==> src/rtl/io_bus_master.sv <==
// io_bus_master
//   IO bus initiator that collects hex digits from a switch peripheral using a
//   ready/valid handshake. It raises ready, waits for the valid line to change
//   level, then reads the switches. It drops ready and echoes the digit to out0.
//   Digits are shifted into a 32-bit accumulator until a terminator digit
//   (bit 4 set) arrives or MAX_DIGITS digits have been taken. The total is
//   written to out1.
//
//   Peripheral map: 0x00 out0 (W), 0x04 ready (W, bit0), 0x08 out1 (W),
//                   0x0c switches (R, bits 4:0), 0x10 valid (R, bit0)
//
// Ports
//   clk      system clock, rising edge
//   rst      asynchronous reset, active low
//   start    one-cycle request to begin a transaction (honoured in IDLE only)
//   busy     transaction in progress (SAMPLE..DONE)
//   done     one-cycle completion pulse
//   err      sticky poll-timeout flag, cleared by the next accepted start
//   result   accumulated value of the last completed transaction
//   io_addr  bus address
//   io_dout  bus write data
//   io_we    bus write strobe, one cycle per write
//   io_din   bus read data, combinational from io_addr
module io_bus_master #(
    parameter int          MAX_DIGITS   = 8,
    parameter logic [15:0] POLL_TIMEOUT = 16'hFFFF
) (
    input  logic        clk,
    input  logic        rst,
    input  logic        start,
    output logic        busy,
    output logic        done,
    output logic        err,
    output logic [31:0] result,
    output logic [7:0]  io_addr,
    output logic [31:0] io_dout,
    output logic        io_we,
    input  logic [31:0] io_din
);

    localparam logic [7:0] A_OUT0  = 8'h00;
    localparam logic [7:0] A_READY = 8'h04;
    localparam logic [7:0] A_OUT1  = 8'h08;
    localparam logic [7:0] A_SW    = 8'h0c;
    localparam logic [7:0] A_VALID = 8'h10;
    localparam logic [3:0] MAX_CNT = 4'(MAX_DIGITS);

    typedef enum logic [3:0] {
        S_IDLE, S_SAMPLE, S_RDY_SET, S_POLL, S_READ,
        S_RDY_CLR, S_ECHO, S_ACC_OUT, S_DONE
    } state_t;

    state_t      state;
    logic [31:0] acc;
    logic [3:0]  cnt;
    logic [4:0]  digit;
    logic [15:0] timer;
    logic        vref;
    logic        abort;

    logic [31:0] acc_shift;
    logic [3:0]  cnt_inc;
    logic        poll_expire;

    always_comb begin
        acc_shift   = {acc[27:0], digit[3:0]};
        cnt_inc     = cnt + 4'd1;
        poll_expire = (POLL_TIMEOUT != 16'd0) && (timer == POLL_TIMEOUT - 16'd1);
    end

    // Bus outputs are registered: each transition loads the address/data/strobe
    // that belong to the state being entered, so they are valid for that state's
    // whole cycle and io_din can be sampled at its end.
    always_ff @(posedge clk or negedge rst) begin
        if (!rst) begin
            state   <= S_IDLE;
            busy    <= 1'b0;
            done    <= 1'b0;
            err     <= 1'b0;
            result  <= 32'd0;
            io_addr <= 8'd0;
            io_dout <= 32'd0;
            io_we   <= 1'b0;
            acc     <= 32'd0;
            cnt     <= 4'd0;
            digit   <= 5'd0;
            timer   <= 16'd0;
            vref    <= 1'b0;
            abort   <= 1'b0;
        end else begin
            io_we <= 1'b0;
            done  <= 1'b0;
            case (state)
                S_IDLE: begin
                    if (start) begin
                        state   <= S_SAMPLE;
                        busy    <= 1'b1;
                        acc     <= 32'd0;
                        cnt     <= 4'd0;
                        err     <= 1'b0;
                        timer   <= 16'd0;
                        abort   <= 1'b0;
                        io_addr <= A_VALID;
                        io_dout <= 32'd0;
                    end
                end
                S_SAMPLE: begin
                    // Reference level for change detection on the valid line
                    vref    <= io_din[0];
                    state   <= S_RDY_SET;
                    io_addr <= A_READY;
                    io_dout <= 32'd1;
                    io_we   <= 1'b1;
                end
                S_RDY_SET: begin
                    timer   <= 16'd0;
                    state   <= S_POLL;
                    io_addr <= A_VALID;
                    io_dout <= 32'd0;
                end
                S_POLL: begin
                    // Any level change counts, so a toggling valid works on both edges
                    if (io_din[0] != vref) begin
                        vref    <= io_din[0];
                        state   <= S_READ;
                        io_addr <= A_SW;
                    end else begin
                        timer <= timer + 16'd1;
                        if (poll_expire) begin
                            err     <= 1'b1;
                            abort   <= 1'b1;
                            state   <= S_RDY_CLR;
                            io_addr <= A_READY;
                            io_dout <= 32'd0;
                            io_we   <= 1'b1;
                        end
                    end
                end
                S_READ: begin
                    digit   <= io_din[4:0];
                    state   <= S_RDY_CLR;
                    io_addr <= A_READY;
                    io_dout <= 32'd0;
                    io_we   <= 1'b1;
                end
                S_RDY_CLR: begin
                    io_we <= 1'b1;
                    if (abort) begin
                        state   <= S_ACC_OUT;
                        io_addr <= A_OUT1;
                        io_dout <= acc;
                    end else begin
                        state   <= S_ECHO;
                        io_addr <= A_OUT0;
                        io_dout <= {27'd0, digit};
                    end
                end
                S_ECHO: begin
                    // A terminator only ends the transaction; its low bits are dropped
                    if (!digit[4]) begin
                        acc <= acc_shift;
                        cnt <= cnt_inc;
                    end
                    io_we <= 1'b1;
                    if (digit[4] || cnt_inc == MAX_CNT) begin
                        state   <= S_ACC_OUT;
                        io_addr <= A_OUT1;
                        io_dout <= digit[4] ? acc : acc_shift;
                    end else begin
                        state   <= S_RDY_SET;
                        io_addr <= A_READY;
                        io_dout <= 32'd1;
                    end
                end
                S_ACC_OUT: begin
                    result  <= acc;
                    state   <= S_DONE;
                    done    <= 1'b1;
                    io_addr <= 8'd0;
                    io_dout <= 32'd0;
                end
                S_DONE: begin
                    // start seen here is deliberately dropped
                    state <= S_IDLE;
                    busy  <= 1'b0;
                end
                default: begin
                    state   <= S_IDLE;
                    busy    <= 1'b0;
                    io_addr <= 8'd0;
                    io_dout <= 32'd0;
                end
            endcase
        end
    end

endmodule

==> config.mk <==
export PLATFORM = sky130hd
export DESIGN_NAME = io_bus_master
export DESIGN_NICKNAME = d
export VERILOG_FILES = /design/src/rtl/io_bus_master.sv
export SDC_FILE = /design/constraint.sdc
export NUM_CORES = 1
export LEC_CHECK = 0
export CORE_ASPECT_RATIO = 0.6
export CORE_MARGIN = 2
export CORE_UTILIZATION = 45
export CTS_CLUSTER_SIZE = 40
export DETAILED_ROUTE_END_ITERATION = 8
export DONT_BUFFER_PORTS = 1
export PLACE_DENSITY_LB_ADDON = 0.08
export SETUP_SLACK_MARGIN = 0.2
export SYNTH_ARGS = -nofsm -noshare
export SYNTH_HDL_FRONTEND = slang
export SYNTH_SLANG_ARGS = --single-unit
==> constraint.sdc <==
create_clock -name clk -period 2.42 [get_ports clk]
set_input_delay 0.484 -clock clk [delete_from_list [all_inputs] [get_ports clk]]
set_output_delay 0.484 -clock clk [all_outputs]
set_load 0.01 [all_outputs]
==> metrics.csv <==
stage;metric;value;unit
global_route;initial antenna violation count;0;
finish;nets;638;
synth;complex-gate fraction of the synthesized area;0.146;
power_and_ir_drop;Max IR drop VDD;0.358;mV
finish;register area;0.00333;mm^2
worst_setup_path;Setup Crit Path Kind;reg -> reg;
synth;largest family of logic cells by synthesized area;compound AO/OA/AOI/OAI gates;
sta;final hold vios;133;
finish;Fill cells;1267;
synth;adder-cell share of the synthesized area;0.00590;
synth;ys async rst share;1.00;
finish;Util after Layout;0.526;
worst_setup_path;reg2reg end;io_dout[18]$_DFFE_PN0P_;
clock_network;CTS tree;yes;
worst_setup_path;RR Startpoint;timer[0]$_DFFE_PN0P_;
sta;endpoints failing setup;0;
finish;most frequent cells in the layout;dfrtp_1 (132), nand2_1 (79), nor2_1 (49);
global_route;pin count of the biggest net entering global routing;134;
synth;EDFF count, synth;0;
sta;post-layout minimum cycle time;2070;ps
synth;xor and xnor area share after synthesis;0.0150;
power_and_ir_drop;Lkg Pwr;0.00340;uW
finish;diode count;0;
drt;Residual DRC;0;
sta;crit share post-route;0.856;
synth;#FFs+latches synth;133;
global_route;global-route wire length before repair;26100;um
run_status;status;finished, violations left;
synth;post-synth cell types;60;
drt;wire per inst;20.0;um
floorplanning;cell row count;33;
clock_network;Worst-path clk slew;60;ps
job;max-capacitance violation count;0;
floorplanning;I/O pin count;111;
clock_network;clk sinks;133;
synth;syn avg cell area;10.5;um^2
floorplanning;die area;0.0151;mm^2
placed_design;HPWL after DPL;10200;um
synth;Seq/Total Area, Yosys;0.524;
clock_network;clk root buf;clkbuf_16;
finish;Area Overhead vs Synth;13.5;%
placed_design;# port buffers;0;
sta;Max-slew headroom;0.619;
placed_design;routability cong.;0.846;
worst_setup_path;Worst Setup End Kind;register;
power_and_ir_drop;PwrDens;1080;mW/mm^2
drt;via count;4640;
synth;Syn Std Cell Area;0.00636;mm^2
sta;Max Clk Rate;483;MHz
drt;drt first pass iters;5;
synth;mux cell area share after synthesis;0.126;
synth;cells after synthesis;604;
worst_setup_path;Worst Path Required;2690;ps
placed_design;Cell Area, Placed;0.00663;mm^2
worst_setup_path;register-to-register setup slack;350;ps
clock_network;Longest Clk Path Bufs;2;
drt;Total Wirelength;16100;um
global_route;Tot GR Track Use;0.229;
floorplanning;Initial Utilization;0.464;
worst_setup_path;Startpoint Class;register;
sta;skew final;8.33;ps
drt;Initial DRC Count;346;
clock_network;Num CTS Buffers;17;
drt;post-route ant nets;0;
synth;Yosys Warn Count;0;
min_path;Hold Crit Class;in -> async;
finish;cell area after layout;0.00721;mm^2
sta;hold slack;-242;ps
synth;Synth Flop Type;dfrtp_1;
global_route;GRT Residual Overflow;0;
clock_network;clock latency on the worst-skew pair;420;ps
floorplanning;Die W;157;um
sta;total negative slack;0;ps
sta;fin. max-slew vios;0;
finish;commonest non-fill, non-tap cell in the layout;dfrtp_1;
sta;Slew @ Worst Pin;571;ps
floorplanning;Placeable Area;0.0137;mm^2
worst_setup_path;crit-path max FO;32;
drt;Avg Vias per Cell;5.77;
sta;unrepaired setup endpoints after global routing;no;
global_route;vias in the first global route;4659;
finish;Multi-input gate area;0.00283;mm^2
clock_network;# H-tree levels;4;
finish;share of cells above drive strength 1;0.172;
synth;simple-gate share of the synthesized area;0.143;
floorplanning;Die Height;96.1;um
power_and_ir_drop;Final Power;7760;uW
worst_setup_path;Reg2Reg Depth;7;
run_status;failing checks;hold timing;
worst_setup_path;data arrival time of the worst path;2340;ps
## metrics by stage
stage | hold slack [ps] | instances | worst slack (ps)
final | -242 | 804 | 349
after global routing | -270 | 804 | 225
after CTS | -259 | 804 | 297
after detailed placement | 190 | 773 | 310
after global placement | 191 | 773 | 346
after floorplan | 188 | 608 | 524
## routing by layer
metal | track usage | share of wire | vias up
li1 | - | - | 2138
met1 | 0.328 | 0.48 | 2368
met2 | 0.330 | 0.43 | 122
met3 | 0.0815 | 0.082 | 12
met4 | 0.0621 | 0.0080 | 0
met5 | 0 | 0 | -
## kinds of logic after synthesis
group,after synthesis
compound gates,140
fa+ha+maj,3
buf+inv,54
other cells,1
flops,133
xor+xnor,10
simple gates,188
mux,75
## cells in the mapped netlist, types with 2 or more instances
master    count  share of area
dfrtp_1     133           0.52
nand2_1      79          0.047
nor2_1       50          0.030
mux2_2       42          0.074
o21ai_0      42          0.033
mux2i_1      33          0.052
o211ai_1     32          0.038
a21o_1       31          0.037
clkbuf_1     27          0.016
a21oi_1      14          0.011
nand3_1      10         0.0079
buf_2         9         0.0071
inv_1         9         0.0053
nand4_1       8         0.0079
xor2_1        7         0.0096
buf_4         6         0.0071
nor3_1        5         0.0039
or3_1         5         0.0049
and3_1        4         0.0039
o31ai_1       4         0.0047
or4_1         4         0.0047
ha_1          3         0.0059
o22ai_1       3         0.0030
a211oi_1      2         0.0024
a22o_1        2         0.0028
buf_6         2         0.0035
nand3b_1      2         0.0024
nor2b_1       2         0.0020
nor3b_1       2         0.0024
xnor2_1       2         0.0028
## registers in the layout, indices dropped and copies added (netlist names)
name and flops:
abort 1, acc 32, busy 1, cnt 4
digit 5, done 1, io_addr 3, io_dout 32
io_we 1, result 32, state 4, timer 16
vref 1
## what timing repair did
action / in CTS / in global routing
setup endpoints to repair: 0 / 32
hold endpoints to repair: 133 / 133
setup buffers: 0 / 0
resized for setup: 0 / 1
## final cells by class
class,instances,area share
clock buffers,18,0.0595
clock inverters,13,0.0219
well taps,192,0.0333
inverters,9,0.00468
multi-input cells,421,0.392
flip-flops and latches,133,0.461
repair buffers,18,0.0274
## power by group
group	internal (uW)	switching [uW]	total (uW)
combinational	881	1160	2040
clock	1610	992	2600
sequential	2550	557	3110
total	5050	2710	7760
## worst max-delay path, cell delays in order (launching register included)
cell	delay [ps]
dfrtp_1	430
inv_1	80
ha_1	140
nand4_1	80
or4_4	550
nor3_4	250
buf_12	240
o211ai_1	150
## worst max-delay path by stage
stage,startpoint,slack [ps],endpoint
2_1_floorplan,timer[0]$_DFFE_PN0P_,520,io_addr[2]$_DFFE_PN0P_
3_3_place_gp,state[3]$_DFFE_PN0P_,350,result[17]$_DFFE_PN0P_
3_5_place_dp,state[3]$_DFFE_PN0P_,310,result[23]$_DFFE_PN0P_
4_1_cts,state[3]$_DFFE_PN0P_,300,result[7]$_DFFE_PN0P_
5_1_grt,timer[0]$_DFFE_PN0P_,230,io_dout[18]$_DFFE_PN0P_
6_report,timer[0]$_DFFE_PN0P_,350,io_dout[18]$_DFFE_PN0P_
(Power assumes the default switching activity.)
